### src/rtl/p405s_icu_pkg.sv
// Shared ICU definitions: line geometry and the fill-buffer state encoding.
package p405s_icu_pkg;

   localparam int ICU_LINE_WORDS = 8;
   localparam int ICU_IDX_W      = 3;

   typedef enum logic [1:0] {
      ST_IDLE    = 2'd0,
      ST_FILL    = 2'd1,
      ST_WRITE   = 2'd2,
      ST_DISCARD = 2'd3
   } icu_fill_state_e;

endpackage

### src/rtl/p405s_icu_fill_buf_ctl.sv
// Fill-buffer sequencer: state machine, beat counter, critical-word index
// adder and sticky error flag.
//
//  state      | meaning
//  -----------+-----------------------------------------------------------
//  ST_IDLE    | no fill in progress; waiting for fillReq
//  ST_FILL    | collecting beats, storing and bypassing each one
//  ST_WRITE   | line complete, presented to the array until ack or flush
//  ST_DISCARD | flushed mid-fill; swallowing the remaining beats silently
module p405s_icu_fill_buf_ctl
   import p405s_icu_pkg::*;
#(
   parameter int IDX_W = ICU_IDX_W
) (
   input  logic             CB,
   input  logic             resetN,
   input  logic             i_fill_req,
   input  logic [0:IDX_W-1] i_crit_idx,
   input  logic             i_beat_val,
   input  logic             i_beat_err,
   input  logic             i_flush,
   input  logic             i_wr_ack,
   output logic             o_busy,
   output logic             o_wr_en,
   output logic             o_byp_en,
   output logic [0:IDX_W-1] o_word_idx,
   output logic             o_line_val,
   output logic             o_line_err
);

   icu_fill_state_e  r_state;
   logic [0:IDX_W-1] r_crit_idx;
   logic [0:IDX_W-1] r_beat_cnt;
   logic             r_err_flag;

   icu_fill_state_e  w_state_nxt;
   logic [0:IDX_W-1] w_crit_nxt;
   logic [0:IDX_W-1] w_cnt_nxt;
   logic             w_err_nxt;
   logic             w_wr_en;
   logic             w_byp_en;
   logic             w_last_beat;

   assign w_last_beat = i_beat_val && (r_beat_cnt == '1);

   always_ff @(posedge CB) begin
      if (!resetN) begin
         r_state    <= ST_IDLE;
         r_crit_idx <= '0;
         r_beat_cnt <= '0;
         r_err_flag <= 1'b0;
      end else begin
         r_state    <= w_state_nxt;
         r_crit_idx <= w_crit_nxt;
         r_beat_cnt <= w_cnt_nxt;
         r_err_flag <= w_err_nxt;
      end
   end

   always_comb begin
      w_state_nxt = r_state;
      w_crit_nxt  = r_crit_idx;
      w_cnt_nxt   = r_beat_cnt;
      w_err_nxt   = r_err_flag;
      w_wr_en     = 1'b0;
      w_byp_en    = 1'b0;
      case (r_state)
         ST_IDLE: begin
            if (i_fill_req) begin
               w_state_nxt = ST_FILL;
               w_crit_nxt  = i_crit_idx;
               w_cnt_nxt   = '0;
               w_err_nxt   = 1'b0;
            end
         end
         ST_FILL: begin
            if (i_beat_val) begin
               w_cnt_nxt = r_beat_cnt + IDX_W'(1);
               w_err_nxt = r_err_flag | i_beat_err;
               w_wr_en   = !i_flush;
               w_byp_en  = !i_flush;
            end
            if (i_flush)
               w_state_nxt = w_last_beat ? ST_IDLE : ST_DISCARD;
            else if (w_last_beat)
               w_state_nxt = ST_WRITE;
         end
         ST_WRITE: begin
            // flush wins over a simultaneous ack; both end in IDLE
            if (i_flush || i_wr_ack)
               w_state_nxt = ST_IDLE;
         end
         ST_DISCARD: begin
            if (i_beat_val) begin
               w_cnt_nxt = r_beat_cnt + IDX_W'(1);
               if (w_last_beat)
                  w_state_nxt = ST_IDLE;
            end
         end
         default: w_state_nxt = ST_IDLE;
      endcase
   end

   assign o_busy     = (r_state != ST_IDLE);
   assign o_wr_en    = w_wr_en;
   assign o_byp_en   = w_byp_en;
   assign o_word_idx = r_crit_idx + r_beat_cnt;
   assign o_line_val = (r_state == ST_WRITE);
   assign o_line_err = r_err_flag;

endmodule

### src/rtl/p405s_icu_fill_buf.sv
// ICU line-fill buffer: assembles a critical-word-first PLB line, bypasses
// each beat one cycle later, and presents the full line to the array.
module p405s_icu_fill_buf
   import p405s_icu_pkg::*;
#(
   parameter int WORDS_PER_LINE = ICU_LINE_WORDS,
   parameter int IDX_W          = ICU_IDX_W,
   parameter int DATA_W         = 32
) (
   input  logic                               CB,
   input  logic                               resetN,
   input  logic                               fillReq,
   input  logic [0:IDX_W-1]                   fillCritIdx,
   input  logic                               plbDataVal,
   input  logic [0:DATA_W-1]                  plbData,
   input  logic                               plbErr,
   input  logic                               flush,
   input  logic                               arrayWrAck,
   output logic                               fillBusy,
   output logic                               bypVal,
   output logic [0:DATA_W-1]                  bypData,
   output logic [0:IDX_W-1]                   bypIdx,
   output logic                               bypErr,
   output logic                               lineVal,
   output logic [0:WORDS_PER_LINE*DATA_W-1]   lineData,
   output logic                               lineErr
);

   logic             w_wr_en;
   logic             w_byp_en;
   logic [0:IDX_W-1] w_word_idx;
   logic             w_line_val;

   logic [0:DATA_W-1] r_words [0:WORDS_PER_LINE-1];
   logic              r_byp_val;
   logic [0:DATA_W-1] r_byp_data;
   logic [0:IDX_W-1]  r_byp_idx;
   logic              r_byp_err;

   p405s_icu_fill_buf_ctl #(
      .IDX_W (IDX_W)
   ) u_ctl (
      .CB         (CB),
      .resetN     (resetN),
      .i_fill_req (fillReq),
      .i_crit_idx (fillCritIdx),
      .i_beat_val (plbDataVal),
      .i_beat_err (plbErr),
      .i_flush    (flush),
      .i_wr_ack   (arrayWrAck),
      .o_busy     (fillBusy),
      .o_wr_en    (w_wr_en),
      .o_byp_en   (w_byp_en),
      .o_word_idx (w_word_idx),
      .o_line_val (w_line_val),
      .o_line_err (lineErr)
   );

   always_ff @(posedge CB) begin
      if (w_wr_en)
         r_words[w_word_idx] <= plbData;
   end

   always_ff @(posedge CB) begin
      if (!resetN) begin
         r_byp_val  <= 1'b0;
         r_byp_data <= '0;
         r_byp_idx  <= '0;
         r_byp_err  <= 1'b0;
      end else begin
         r_byp_val <= w_byp_en;
         if (w_byp_en) begin
            r_byp_data <= plbData;
            r_byp_idx  <= w_word_idx;
            r_byp_err  <= plbErr;
         end
      end
   end

   assign bypVal  = r_byp_val;
   assign bypData = r_byp_data;
   assign bypIdx  = r_byp_idx;
   assign bypErr  = r_byp_err;
   assign lineVal = w_line_val;

   // storage is never reset, so the line bus is gated to read 0 outside WRITE
   for (genvar g = 0; g < WORDS_PER_LINE; g++) begin : g_line
      assign lineData[g*DATA_W +: DATA_W] = w_line_val ? r_words[g] : '0;
   end

endmodule
### config.mk
export PLATFORM = sky130hd
export DESIGN_NAME = p405s_icu_fill_buf
export DESIGN_NICKNAME = d
export VERILOG_FILES = /design/src/rtl/p405s_icu_pkg.sv /design/src/rtl/p405s_icu_fill_buf_ctl.sv /design/src/rtl/p405s_icu_fill_buf.sv
export SDC_FILE = /design/constraint.sdc
export NUM_CORES = 1
export LEC_CHECK = 0
export CORE_MARGIN = 4
export CORE_UTILIZATION = 38
export CTS_BUF_LIST = sky130_fd_sc_hd__clkbuf_8
export DETAILED_ROUTE_END_ITERATION = 10
export PLACE_DENSITY = 0.77
export SETUP_SLACK_MARGIN = 0.5
export SLEW_MARGIN = 40
export SYNTH_ARGS = -nofsm -noshare
export SYNTH_HDL_FRONTEND = slang
export SYNTH_HIERARCHICAL = 1
export SYNTH_SLANG_ARGS = --single-unit
export TNS_END_PERCENT = 1
### constraint.sdc
create_clock -name CB -period 9.4 [get_ports CB]
set_clock_uncertainty 0.1 [all_clocks]
set_input_delay 2.82 -clock CB [delete_from_list [all_inputs] [get_ports CB]]
set_output_delay 2.82 -clock CB [all_outputs]
set_load 0.005 [all_outputs]
==> impl_metrics.ini <==
[outcome]
status = finished clean

[cells_and_area]
fillers = 2368
multiInputGateArea_sq_um = 2600
syn2layout_area_growth_pct = 43.8
nets = 1135
final_layout_size_suffix_gt1_share_pct = 8.85
regArea_sq_um = 8610
fin_util_pct = 55.3
layout_commonest_cell = clkdlybuf4s50_1
stdcell_area_sq_um = 16400
n_antenna_cell = 0
layout_common_cells = clkdlybuf4s50_1 (336), and2_1 (256), edfxtp_1 (256)

[setup_path]
cp.depth = 4
critical_path.max_fanout = 122
reg2regPathDepth = 8
slowest_stage = buf_6
path_class = flop to output pin
arrival_ns = 2.78
path_cells = and2b_4 -> buf_6 -> and2_1 -> clkdlybuf4s50_1
r2r-end = r_words[7][17]$_DFFE_PP_
crit_buf_inv = 2
start_kind = flop
r2r-start = u_ctl/r_beat_cnt[2]$_SDFFE_PN0P_
cpPeakStageDelay_ns = 0.55
critPathCaptureType = output pin
cp.required_ns = 6.48
cp_top_family = buffers and inverters
reg2reg_slack_ns = 6.17

[placed_design]
dpl_cell_area_sq_um = 15400
port_buffers = 337
routabilityCongestion = 0.773
dpl.hpwl_um = 20500

[power_and_ir_drop]
leakagePower_nw = 5.61
power.density_nw_per_um2 = 167
switching_power_w = 0.000583
clkPwrFrac_pct = 40.0
sw_frac_of_total_pct = 21.3
ir_drop_uv = 154
p_int_w = 0.00216
seqPwrFrac_pct = 53.7
power_frac_comb_pct = 6.3

[timing]
slew_headroom_pct = 46.6
report.final.slew_viol_count = 0
period_needed_ns = 5.70
max_slew.worst_pin.slew_ns = 0.795
max_freq_mhz = 175
whs_ns = 0.412
rsz0062_at_grt = false
setup_viol = 0
hold_violations = 0
fin_setup_tns_ns = 0
finalCritPeriodShare_pct = 60.6

[logic_synthesis]
syn_area_per_cell_sq_um = 15.8
syn-num-nets = 767
synth_ff_type = edfxtp_1
synth_seq_cells = 302
yosysSeqAreaShare_pct = 75.5
synth_async_sr_flop_share_pct = 0
synth.distinct_cells = 31
yosysWarnings = 6
synth-edff-count = 256
synth_cells = 721
syn_area_sq_um = 11400

[global_route]
antenna_found_initial = 0
grtUsageTotal_pct = 17.7
grt_max_degree = 123
grt_pass1_wl_um = 45000
grt_pass1_vias = 7169
grt-ovfl-total = 0

[detailed_routing]
wl_per_cell_um = 19.6
drc = 0
dr_total_vias = 6860
routed_wl_um = 29700
dr.pass1.iters = 5
drtIter0Drc = 294
viasPerCell = 4.51
postRouteAntennaNets = 0

[hold_path]
min_to = u_ctl/r_beat_cnt[0]$_SDFFE_PN0P_
holdPathStages = 2
worstHoldPathType = flop to flop
hp-start = u_ctl/r_beat_cnt[0]$_SDFFE_PN0P_

[clock_network]
clock_latency_ns = 0.53
cts-resized-gates = 0
h-tree-depth = 2
cts_buffer_depth = 3
clock-root-buffer = clkbuf_8
cts_buffers = 49
cts.sinks = 302
hold_buffers = 0
clk_pin_slew_ns = 0.06
cts_tree = yes
post-cts-setup-buffer-count = 0

[floorplanning]
io_pins = 338
die_w_um = 181
rows = 63
core_sq_um = 29600
initial_core_util_pct = 38.4
dieArea_sq_um = 32800
die_h_um = 181

[flow_run]
drv_cap = 0
[cells by family after synthesis]
kind of cell / Yosys count / synth area share [%]
AOI/OAI and AO/OA: 7 / 0.450
and+or+nand+nor: 327 / 17.6
muxes: 40 / 3.51
DFF: 302 / 75.5
xor gates and xnor gates: 2 / 0.154
buffers and inverters: 39 / 2.24
adders and majority gates: 4 / 0.505
[per-stage QoR]
stage	power (W)	setup slack, ns	cells
after floorplan	0.00156	3.22	721
after global placement	0.00167	3.34	1414
after detailed placement	0.00167	3.45	1428
after CTS	0.00278	3.44	1520
after global routing	0.00285	3.47	1520
final	0.00274	3.70	1520
[registers in the layout, summed over array words and instances, names as in the netlist]
signal,flops
bypData,32
bypErr,1
bypIdx,3
bypVal,1
r_words,256
u_ctl/o_line_err,1
u_ctl/r_beat_cnt,3
u_ctl/r_crit_idx,3
u_ctl/r_state,2
[cell usage after synthesis (all sizes together), types with 2 or more instances]
cell type	n	share of area, %
and2	257	14
edfxtp	256	67
dfxtp	46	8.1
mux2i	40	3.5
nor2b	39	2.1
clkbuf	28	1.2
buf	11	1.1
nor2	8	0.26
nand2	7	0.23
nand3	4	0.18
nor3	4	0.18
a21boi	3	0.20
ha	3	0.33
nand2b	3	0.16
xnor2	2	0.15
[routing by layer]
layer	vias to the layer above	global-route usage (%)	part of all wire [%]
li1	3239	-	-
met4	0	5.28	2.5
met3	50	5.46	7.6
met2	280	30.2	49
met1	3291	21.6	41
met5	-	0	0
[tightest hold or removal path: stages (launching register included)]
cell and delay (ns):
dfxtp_1 0.33, nand3_1 0.07, a21boi_0 0.07
[worst max path at each step]
stage	to	startpoint	slack [ns]
after CTS	lineData[57]	u_ctl/r_state[0]$_SDFFE_PN0P_	3.44
final	lineData[57]	u_ctl/r_state[0]$_SDFFE_PN0P_	3.70
after global placement	r_words[0][20]$_DFFE_PP_	plbDataVal	3.34
after floorplan	r_words[0][0]$_DFFE_PP_	plbDataVal	3.22
after detailed placement	r_words[2][19]$_DFFE_PP_	plbDataVal	3.45
after global routing	lineData[57]	u_ctl/r_state[0]$_SDFFE_PN0P_	3.47
[area by class of cell]
class                      instances  area share (%)
timing repair buffer             356            22.7
multi-input combinational        380            15.9
tap                              390            2.98
clock buffer                      56            4.70
sequential                       302            52.5
clock inverter                    36            1.24
[power groups by stage]
stage          logic (W)  clock network, W  registers [W]
6_report        0.000172           0.00110        0.00147
5_1_grt         0.000186           0.00119        0.00147
4_1_cts         0.000175           0.00113        0.00147
3_5_place_dp    0.000174                 0        0.00150
3_3_place_gp    0.000168                 0        0.00150
2_1_floorplan  0.0000611                 0        0.00150
(Power assumes the default switching activity.)
